[config.mk]
export PLATFORM = sky130hd
export DESIGN_NAME = sqrt_arbiter
export DESIGN_NICKNAME = d
export VERILOG_FILES = /design/src/rtl/sqrt_arbiter.sv
export SDC_FILE = /design/constraint.sdc
export NUM_CORES = 1
export LEC_CHECK = 0
export ABC_AREA = 1
export CAP_MARGIN = 30
export CORE_MARGIN = 3
export CORE_UTILIZATION = 55
export CTS_BUF_LIST = sky130_fd_sc_hd__clkbuf_8
export DETAILED_ROUTE_END_ITERATION = 10
export PLACE_DENSITY = 0.83
export SYNTH_ARGS = -nofsm -noshare
export SYNTH_HDL_FRONTEND = slang
export SYNTH_SLANG_ARGS = --single-unit
[constraint.sdc]
create_clock -name clk -period 4.1 [get_ports clk]
set_input_delay 1.23 -clock clk [delete_from_list [all_inputs] [get_ports clk]]
set_output_delay 1.23 -clock clk [all_outputs]
set_load 0.02 [all_outputs]
[src/rtl/sqrt_arbiter.sv]
// Round-robin shared integer square-root engine: restoring set-bit-and-compare, one root bit per cycle.
// Optional remainder output enabled by defining SQRT_ARB_REMAINDER_EN.
module sqrt_arbiter #(
  parameter int WIDTH   = 8,
  parameter int NUM_REQ = 4,
  parameter int TC_MODE = 0,
  localparam int RW  = (WIDTH + 1) / 2,
  localparam int IDW = $clog2(NUM_REQ)
) (
  input  logic                     clk,
  input  logic                     rst_n,
  input  logic [NUM_REQ-1:0]       req_valid,
  input  logic [NUM_REQ*WIDTH-1:0] req_data,
  output logic [NUM_REQ-1:0]       req_ready,
  output logic                     res_valid,
  input  logic                     res_ready,
  output logic [RW-1:0]            res_root,
  output logic [IDW-1:0]           res_id,
  output logic                     res_neg
`ifdef SQRT_ARB_REMAINDER_EN
  , output logic [RW:0]            res_rem
`endif
);

  localparam int BW = (RW > 1) ? $clog2(RW) : 1;

  typedef enum logic [1:0] {IDLE, CALC, DONE} state_t;

  state_t             state, state_nxt;
  logic [WIDTH-1:0]   a_q;
  logic [RW-1:0]      root_q;
  logic [IDW-1:0]     id_q, ptr_q;
  logic [BW-1:0]      b_q;
  logic               neg_q;

  logic [NUM_REQ-1:0] grant;
  logic [IDW-1:0]     grant_id;
  logic               grant_any;
  logic [WIDTH-1:0]   a_sel;
  logic               tc_neg;

  // Rotating priority: offset i from ptr wins if no smaller offset already won.
  always_comb begin
    grant     = '0;
    grant_id  = '0;
    grant_any = 1'b0;
    a_sel     = '0;
    for (int i = 0; i < NUM_REQ; i++) begin
      for (int j = 0; j < NUM_REQ; j++) begin
        if (!grant_any && req_valid[j] &&
            ((int'(ptr_q) + i == j) || (int'(ptr_q) + i == j + NUM_REQ))) begin
          grant_any = 1'b1;
          grant[j]  = 1'b1;
          grant_id  = IDW'(j);
          a_sel     = req_data[j*WIDTH +: WIDTH];
        end
      end
    end
  end

  assign tc_neg    = (TC_MODE != 0) && a_sel[WIDTH-1];
  assign req_ready = (state == IDLE && rst_n) ? grant : '0;

  logic [RW-1:0]   trial, root_nxt;
  logic [2*RW-1:0] sq, a_ext;

  // 2*RW bits holds both trial^2 and the zero-extended operand without overflow.
  always_comb begin
    trial    = root_q | (RW'(1) << b_q);
    sq       = (2*RW)'(trial) * (2*RW)'(trial);
    a_ext    = (2*RW)'(a_q);
    root_nxt = (sq <= a_ext) ? trial : root_q;
  end

`ifdef SQRT_ARB_REMAINDER_EN
  logic [RW:0]     rem_q;
  logic [2*RW-1:0] rem_full;
  assign rem_full = a_ext - (2*RW)'(root_nxt) * (2*RW)'(root_nxt);
  assign res_rem  = rem_q;
`endif

  always_comb begin
    state_nxt = state;
    case (state)
      IDLE: if (grant_any) state_nxt = tc_neg ? DONE : CALC;
      CALC: if (b_q == '0) state_nxt = DONE;
      DONE: if (res_ready) state_nxt = IDLE;
      default: state_nxt = IDLE;
    endcase
  end

  always_ff @(posedge clk or negedge rst_n) begin
    if (!rst_n) begin
      state  <= IDLE;
      a_q    <= '0;
      root_q <= '0;
      id_q   <= '0;
      ptr_q  <= '0;
      b_q    <= '0;
      neg_q  <= 1'b0;
`ifdef SQRT_ARB_REMAINDER_EN
      rem_q  <= '0;
`endif
    end else begin
      state <= state_nxt;
      case (state)
        IDLE: if (grant_any) begin
          a_q    <= a_sel;
          id_q   <= grant_id;
          root_q <= '0;
          b_q    <= BW'(RW - 1);
          neg_q  <= tc_neg;
`ifdef SQRT_ARB_REMAINDER_EN
          rem_q  <= '0;
`endif
        end
        CALC: begin
          root_q <= root_nxt;
          if (b_q != '0) b_q <= b_q - BW'(1);
`ifdef SQRT_ARB_REMAINDER_EN
          else rem_q <= rem_full[RW:0];
`endif
        end
        DONE: if (res_ready)
          ptr_q <= (id_q == IDW'(NUM_REQ - 1)) ? '0 : id_q + IDW'(1);
        default: ;
      endcase
    end
  end

  assign res_valid = (state == DONE);
  assign res_root  = root_q;
  assign res_id    = id_q;
  assign res_neg   = neg_q;

endmodule

==> results.yml, run 1 <==
floorplanning:
  die_area_um2: 5910
  die_h_um: 76.9
  row_count: 25
  core_um2: 4790
  start_util: 0.578
  dieWidth_um: 76.9
  pin_count: 51
final_layout:
  drive_gt1_frac: 0.145
  antenna_cells: 0
  syn_to_final_growth_pct: 38.6
  nNetsFinal: 657
  fill_cells: 365
clocking:
  insertion_delay_ns: 0.26
  ctsHtreeMaxLevel: 1
  cts_buffers: 3
  cts_tree: "yes"
  cts_sinks: 20
  ctsHoldBuffers: 0
  clkTransAtPathRegs_ns: 0.08
  clockBufferDepth: 2
  cts-root-buf: "clkbuf_8"
worst_setup_path:
  crit_end: "req_ready[2]"
  r2r-start: "b_q[1]"
  crit_required_ns: 2.87
  startpoint_type: "input port"
  cp-end-kind: "output pin"
  worst-endpoint-arrival_ns: 2.81
  crit_path_start: "req_valid[0]"
  path_max_fanout: 4
  path_class: "in -> out"
  rr_endpoint: "res_root[3]"
  reg2regPathDepth: 18
  timing.reg2reg.setup_slack_ns: 0.41
timing:
  worst_slew_pin_slew_ns: 0.505
  finalHoldViolCount: 0
  setup_viol: 0
  clock_skew_ns: 0.00338
  period_share: 0.986
  fmax_mhz: 247
  tns_ns: 0
  finalMaxSlewViolations: 0
  fin_crit_ns: 4.04
  maxSlewHeadroom: 0.663
route:
  vias_per_cell: 5.59
  wirelength_mm: 10.3
  antenna_left: 0
  drcViolationCount: 0
  vias: 3732
  drt_iter0_drc: 291
  dr.pass1.iters: 6
  routedWlPerCell_um: 15.3
global_routing:
  antenna_found_initial: 0
  grt_max_degree: 21
  gr-total-overflow: 0
  grt.total_usage: 0.353
  grt_pass1_wl_mm: 17.0
  grt_pass1_vias: 3582
synthesis:
  synth_edf_count: 0
  synthArstFlopShare: 1.00
  ys_warn_count: 0
  yosysMostFrequentCell: "nor2_1"
  synthCells: 508
  syn_nets: 563
  synth_cell_types: 31
  synth_top_area_share: 0.193
  ys.flop_type: "dfrtp_1"
  avgSynthCellArea_um2: 5.44
  syn_area_um2: 2760
  synth.area.top_cells: "nor2_1, nand2_1, dfrtp_1"
  synthTopCellsByCount: "nor2_1, nand2_1, inv_1"
  yosys.area.top_type: "nor2_1"
  yosysSeqAreaShare: 0.181
  yosys_register_bits: 20
power:
  p_leak_nw: 2.08
  totalPowerFinal_mw: 2.61
  vdd_drop_max_mv: 0.489
  p_per_area_nw_per_um2: 680
outcome:
  status: "finished, final reports clean"
placed_design:
  place_hpwl_mm: 7.61
  place_congestion: 0.977
  portBuffers: 49
run:
  maxCapViolCount: 0
hold_path:
  hold_class: "reg -> reg"
[layer usage]
layer,track usage,vias up,wire [µm]
li1,-,1803,-
met1,0.461,1663,4140
met2,0.558,223,4560
met5,0,-,0
met3,0.0798,43,1170
met4,0.150,0,378
[through the flow]
step	instance area (µm²)	cells	worst slack (ns)	hold WS [ns]	util
3_5_place_dp	3610	657	-0.676	0.465	0.755
4_1_cts	3740	667	0.0000335	0.485	0.781
3_3_place_gp	3610	657	-0.632	0.470	0.755
5_1_grt	3830	668	-0.0467	0.518	0.801
2_1_floorplan	2760	508	0.0496	0.449	-
6_report	3830	668	0.0563	0.484	0.801
[worst max-delay path: stages]
cell and delay [ns]:
buf_6 0.11, nand2_4 0.07, buf_6 0.10, nand3_4 0.07, nor2_4 0.12, nand4_1 0.15, nor2_4 0.16, nand4_4 0.10
nor2_4 0.19, nand4_4 0.12, a41oi_2 0.23, buf_6 0.16
[logic make-up (layout without fill, tap and decap cells)]
family | after synthesis | after routing | share of synthesized area
adder cells (fa/ha/maj) | 16 | 16 | 0.0751
AND/OR/NAND/NOR | 368 | 368 | 0.574
AO/OA/AOI/OAI | 22 | 22 | 0.0462
flip-flops | 20 | 20 | 0.181
other | 1 | 1 | 0.00136
XOR/XNOR | 3 | 3 | 0.00951
buffers and inverters | 78 | 171 | 0.113
[how the worst min path moves through the flow]
stage,slack [ns],endpoint,startpoint,depth (start not counted)
3_5_place_dp,0.46,a_ext[2],a_ext[2],2
4_1_cts,0.49,a_ext[2],a_ext[2],2
2_1_floorplan,0.45,a_ext[2],a_ext[2],2
3_3_place_gp,0.47,a_ext[3],a_ext[3],2
5_1_grt,0.52,a_ext[3],a_ext[3],2
6_report,0.48,a_ext[2],a_ext[2],2
[power by group]
part | switching, mW | total [mW] | internal [mW]
logic | 1.26 | 2.07 | 0.818
registers | 0.0844 | 0.379 | 0.294
clock network | 0.0682 | 0.154 | 0.0855
[repair_timing]
action,4_1_cts,5_1_grt
pin swaps,9,13
resized for setup,43,24
endpoints found under the setup margin,4,4
buffers inserted,6,1
[flip-flops by register name (all words and copies together), names as in the netlist]
signal    cells
a_ext         8
res_root      4
b_q           2
ptr_q         2
res_id        2
state         2
[final cells by class]
cell class | instances | area, µm² | share of cell area
multi-input combinational | 410 | 2060 | 0.538
tap | 67 | 83.8 | 0.0219
inverter | 66 | 248 | 0.0647
timing repair buffer | 101 | 885 | 0.231
clock buffer | 4 | 55.1 | 0.0144
sequential | 20 | 500 | 0.131
[layout by cell type, fill, tap and decap left out, drive strengths merged, types with 2 or more instances in the layout]
cell type	instances
o21ai	4
o31ai	2
nor2	148
nand4	29
xnor2	2
nand3	52
nor3	2
clkdlybuf4s50	41
dfrtp	20
nand2	135
a21oi	11
inv	65
buf	59
a41oi	2
clkbuf	5
ha	15
No activity file was read; power rests on OpenSTA's default activity.
==> inputs of run 2 (changes only) <==
--- a/config.mk
+++ b/config.mk
@@ -11,7 +11,7 @@
 export CORE_UTILIZATION = 55
 export CTS_BUF_LIST = sky130_fd_sc_hd__clkbuf_8
 export DETAILED_ROUTE_END_ITERATION = 10
-export PLACE_DENSITY = 0.83
+export PLACE_DENSITY = 0.93
 export SYNTH_ARGS = -nofsm -noshare
 export SYNTH_HDL_FRONTEND = slang
 export SYNTH_SLANG_ARGS = --single-unit
==> run 2 against run 1 <==
Against the previous run: largest power group unchanged; fmax down 1.3%; clock power increased by 31%; worst setup slack worse by 0.055 ns; sequential share of layout area about the same; register-to-register slack gained 0.08 ns; sequential power about the same; utilization increased by 0.24 points; routed wire length is 3.4% higher; critical path type unchanged; combinational power up 3%; clock-buffer cell count is 1 lower; hold slack improved by 0.013 ns; sequential cell count unchanged.
==> results.yml, run 2 (synthesis results as in run 1) <==
power:
  p_leak_nw: 2.10
  vdd_drop_max_mv: 0.486
  p_per_area_nw_per_um2: 704
final_layout:
  stdcell_area_um2: 3840
  drive_gt1_frac: 0.148
  final_cell_mix: "nor2_1, nand2_1, inv_1"
  syn_to_final_growth_pct: 39.0
  largest_reg_flops: 8
  antenna_cells: 0
  fin_util: 0.803
  nNetsFinal: 664
  layout_commonest_cell: "nor2_1"
  fin_cells: 675
global_routing:
  grt_pass1_wl_mm: 16.9
  grt.total_usage: 0.346
  antenna_found_initial: 0
  grt_pass1_vias: 3834
  grt_max_degree: 21
  gr-total-overflow: 0
hold_path:
  hold_class: "reg -> reg"
timing:
  fin_crit_ns: 4.10
  clock_skew_ns: 0.00250
  finalHoldViolCount: 0
  finalMaxSlewViolations: 0
  fmax_mhz: 244
  period_share: 1.00
  setup_viol: 0
  setup_ws_ns: 0.00126
  hold_ws_ns: 0.497
clocking:
  cts_buffers: 3
  cts-root-buf: "clkbuf_8"
  cts_sinks: 20
  cts_tree: "yes"
  ctsHtreeMaxLevel: 1
  insertion_delay_ns: 0.26
  clockBufferDepth: 2
  ctsHoldBuffers: 0
  clkTransAtPathRegs_ns: 0.08
worst_setup_path:
  path_max_fanout: 2
  startpoint_type: "input port"
  path_class: "in -> out"
  cp-end-kind: "output pin"
  crit_required_ns: 2.87
  worst-endpoint-arrival_ns: 2.87
floorplanning:
  core_um2: 4790
  start_util: 0.578
  pin_count: 51
  die_h_um: 76.9
  die_area_um2: 5910
  row_count: 25
  dieWidth_um: 76.9
placed_design:
  portBuffers: 49
  place_hpwl_mm: 7.39
  dp_cells: 660
  pre_cts_ws_ns: -0.764
  place_congestion: 1.00
  dpl_cell_area_um2: 3650
route:
  drcViolationCount: 0
  drt_iter0_drc: 556
  wirelength_mm: 10.6
  vias: 3959
  antenna_left: 0
  vias_per_cell: 5.87
  routedWlPerCell_um: 15.7
  dr.pass1.iters: 7
outcome:
  status: "finished, final reports clean"
run:
  maxCapViolCount: 0
run 2: cell type report:
type	instances	area [µm²]
clock buffers	3	41.3
clock inverters	1	30.0
fillers	324	943
inverters	66	248
multi-input cells	410	2010
flip-flops and latches	20	500
well taps	67	83.8
repair buffers	108	926
run 2: per-layer routing:
layer | GRT usage | vias up | wire (µm)
li1 | - | 1819 | -
met1 | 0.412 | 1741 | 3810
met2 | 0.590 | 306 | 4990
met3 | 0.0657 | 93 | 1210
met4 | 0.179 | 0 | 595
met5 | 0 | - | 0
run 2: critical path: stages:
cell and delay [ns]:
buf_2 0.12, nand3_2 0.09, buf_4 0.13, inv_1 0.05
nor2_2 0.15, nand4_1 0.15, nor2_4 0.17, nand4_4 0.10
buf_4 0.16, nor2_4 0.11, nor2_1 0.09, a21oi_2 0.15
buf_4 0.16
run 2: report_power, final:
| part | switching, mW | internal [mW] |
|---|---|---|
| logic | 1.27 | 0.853 |
| registers | 0.0841 | 0.294 |
| clock network | 0.0708 | 0.130 |
run 2: path summary, 6_finish.rpt:
| check | start | end | slack, ns | cells past startpoint |
|---|---|---|---|---|
| setup / recovery | req_valid[3] | req_ready[3] | 0.001 | 13 |
| hold / removal | a_ext[3] | a_ext[3] | 0.50 | 2 |
| setup reg to reg | b_q[0] | res_root[0] | 0.49 | 19 |
| hold reg to reg | a_ext[3] | a_ext[3] | 0.50 | 2 |
| max in group asynchronous | rst_n | res_root[2] | 2.47 | 2 |
| min in group asynchronous | rst_n | a_ext[2] | 1.41 | 2 |
run 2: per-stage QoR:
stage / power [mW] / TNS [ns]
finish: 2.71 / 0
global route: 2.95 / -0.142
CTS: 2.58 / 0
detailed placement: 2.30 / -2.86
global placement: 2.21 / -2.43
floorplan: 1.65 / 0
run 2: what timing repair did:
action | in CTS | in global routing
gates resized for setup | 44 | 8
pin swaps | 9 | 9
setup endpoints to repair | 4 | 4
buffers inserted | 8 | 3
==> inputs of run 3 (changes only) <==
--- a/config.mk
+++ b/config.mk
@@ -5,13 +5,12 @@
 export SDC_FILE = /design/constraint.sdc
 export NUM_CORES = 1
 export LEC_CHECK = 0
-export ABC_AREA = 1
 export CAP_MARGIN = 30
 export CORE_MARGIN = 3
-export CORE_UTILIZATION = 55
+export CORE_UTILIZATION = 54
 export CTS_BUF_LIST = sky130_fd_sc_hd__clkbuf_8
 export DETAILED_ROUTE_END_ITERATION = 10
-export PLACE_DENSITY = 0.93
+export PLACE_DENSITY = 0.94
 export SYNTH_ARGS = -nofsm -noshare
 export SYNTH_HDL_FRONTEND = slang
 export SYNTH_SLANG_ARGS = --single-unit
==> run 3 against run 2 <==
Against the previous run: combinational power shrank 34%; critical endpoint is now req_ready[0]; largest cell class unchanged; clock-buffer cell count stayed put; register-to-register slack gained 0.11 ns; sequential share of layout area increased by 3.2 points; via count down 26%; global-route usage is 2.7 points lower; routed wire length fell by 20%; die area down 9.5%; sequential cell count unchanged; critical path type unchanged; sequential power is 8.7% higher.
==> results.yml, run 3 <==
floorplanning:
  dieWidth_um: 73.1
  pin_count: 51
  core_um2: 4170
  die_h_um: 73.1
  start_util: 0.583
  die_area_um2: 5350
  row_count: 23
worst_setup_path:
  max_stage_delay_ns: 0.49
  path_cells: "clkdlybuf4s50_1 > inv_1 > nor2_1 > o21a_1 > o22ai_1 > and4_1 > dlygate4sd2_1"
  r2r-start: "b_q[0]"
  timing.reg2reg.setup_slack_ns: 0.60
  crit_family: "buffers and inverters"
  path_max_fanout: 2
  path_buf_inv: 3
  cp-end-kind: "output pin"
  rr_endpoint: "res_root[3]"
  path_class: "in -> out"
  worst-endpoint-arrival_ns: 2.74
  startpoint_type: "input port"
  reg2regPathDepth: 18
  cp_slowest_cell: "clkdlybuf4s50_1"
  crit_required_ns: 2.87
power:
  totalPowerFinal_mw: 2.03
  p_leak_nw: 1.32
  switching_share: 0.491
  p_seq_frac: 0.202
  p_per_area_nw_per_um2: 658
  combPwrFrac: 0.695
  p_int_mw: 1.03
  switchingPower_uw: 998
  pwr-share-clk: 0.103
  vdd_drop_max_mv: 0.449
route:
  vias: 2924
  dr.pass1.iters: 8
  wirelength_mm: 8.45
  drt_iter0_drc: 447
  drcViolationCount: 0
  routedWlPerCell_um: 20.8
  vias_per_cell: 7.18
  antenna_left: 0
timing:
  finalHoldViolCount: 0
  fin_crit_ns: 3.97
  setup_ws_ns: 0.130
  maxSlewHeadroom: 0.499
  finalMaxSlewViolations: 0
  clock_skew_ns: 0.00202
  setup_viol: 0
  period_share: 0.968
  rsz0062_at_grt: "false"
  fmax_mhz: 252
  worst_slew_pin_slew_ns: 0.745
hold_path:
  hold_class: "reg -> reg"
  hold_path_end: "b_q[0]"
  whs_path_depth: 1
  hp-start: "b_q[0]"
final_layout:
  antenna_cells: 0
  largest_reg_flops: 8
  layout_commonest_cell: "clkdlybuf4s50_1"
  final_cell_mix: "clkdlybuf4s50_1, nor2_1, nand2_1"
  drive_gt1_frac: 0.106
  syn_to_final_growth_pct: 26.8
  fin_cells: 407
  fill_cells: 327
  nNetsFinal: 413
  fin_util: 0.740
clocking:
  cts-root-buf: "clkbuf_8"
  clockBufferDepth: 2
  cts_sinks: 20
  cts_buffers: 3
  clkTransAtPathRegs_ns: 0.09
  ctsHtreeMaxLevel: 1
  insertion_delay_ns: 0.27
  cts_tree: "yes"
synthesis:
  yosysMostFrequentCell: "nor2_1"
  synthCells: 303
  ys.flop_type: "dfrtp_1"
  synth_top_area_share: 0.206
  synth_edf_count: 0
  synth_cell_types: 63
  avgSynthCellArea_um2: 8.03
  syn_nets: 358
  synthArstFlopShare: 1.00
  synth.area.top_cells: "dfrtp_1, ha_1, nor2_1"
  yosysSeqAreaShare: 0.206
  synthTopCellsByCount: "nor2_1, nand2_1, dfrtp_1"
  syn_area_um2: 2430
  yosys_register_bits: 20
  ys_warn_count: 0
  yosys.area.top_type: "dfrtp_1"
placed_design:
  pre_cts_ws_ns: -0.0661
  place_hpwl_mm: 6.15
  portBuffers: 49
  dp_cells: 403
  place_congestion: 0.980
global_routing:
  antenna_found_initial: 0
  grt_pass1_vias: 2789
  grt_max_degree: 20
  gr-total-overflow: 0
  grt.total_usage: 0.320
  grt_pass1_wl_mm: 13.3
outcome:
  status: "finished, final reports clean"
run:
  maxCapViolCount: 0
-- run 3: routing by layer --
metal | GRT usage | wire [µm] | up-vias
li1 | - | - | 1278
met5 | 0 | 0 | -
met4 | 0.189 | 555 | 0
met2 | 0.464 | 3480 | 272
met1 | 0.422 | 3300 | 1295
met3 | 0.0854 | 1110 | 79
-- run 3: power groups by stage --
stage                     clock network (mW)  logic [mW]  registers, mW
after floorplan                            0       0.966          0.399
after CTS                              0.205        1.38          0.406
after detailed placement                   0        1.36          0.408
after global placement                     0        1.30          0.403
after global routing                   0.215        1.55          0.423
final                                  0.209        1.41          0.411
-- run 3: logic make-up (layout without fill, tap and decap cells) --
kind of cell | after synthesis | in the layout | share of synthesized area
XOR/XNOR | 3 | 3 | 0.0108
adder cells (fa/ha/maj) | 16 | 16 | 0.0853
multiplexers | 2 | 2 | 0.00874
buffers and inverters | 36 | 90 | 0.0740
other | 1 | 1 | 0.00154
AO/OA/AOI/OAI | 113 | 113 | 0.346
AND/OR/NAND/NOR | 112 | 112 | 0.268
flip-flops | 20 | 20 | 0.206
-- run 3: area by class of cell --
cell class                      count  area, µm²  area share
Multi-Input combinational cell    247       1750       0.568
Clock buffer                        3       41.3      0.0134
Timing Repair Buffer               68        632       0.205
Clock inverter                      1       30.0     0.00973
Sequential cell                    20        500       0.162
Tap cell                           50       62.6      0.0203
Inverter                           18       67.6      0.0219
-- run 3: stage by stage --
step | area, µm² | hold slack (ns) | TNS, ns
4_1_cts | 3080 | 0.532 | 0
5_1_grt | 3090 | 0.579 | 0
3_3_place_gp | 3020 | 0.512 | 0
2_1_floorplan | 2430 | 0.472 | 0
6_report | 3090 | 0.537 | 0
3_5_place_dp | 3020 | 0.514 | -0.130
-- run 3: worst max path at each step --
| stage | cells past startpoint | start | slack [ns] | to |
|---|---|---|---|---|
| after floorplan | 6 | req_valid[1] | 0.69 | req_ready[0] |
| after global placement | 7 | req_valid[1] | 0.006 | req_ready[0] |
| after detailed placement | 6 | req_valid[2] | -0.07 | req_ready[1] |
| after CTS | 7 | req_valid[0] | 0.007 | req_ready[2] |
| after global routing | 7 | req_valid[1] | 0.06 | req_ready[0] |
| final | 7 | req_valid[1] | 0.13 | req_ready[0] |
-- run 3: timing repair --
item | 4_1_cts | 5_1_grt
gates resized for setup | 3 | 1
endpoints found under the setup margin | 3 | 1
setup buffers | 0 | 0
cloned | 0 | 0
hold buffers | 0 | 0
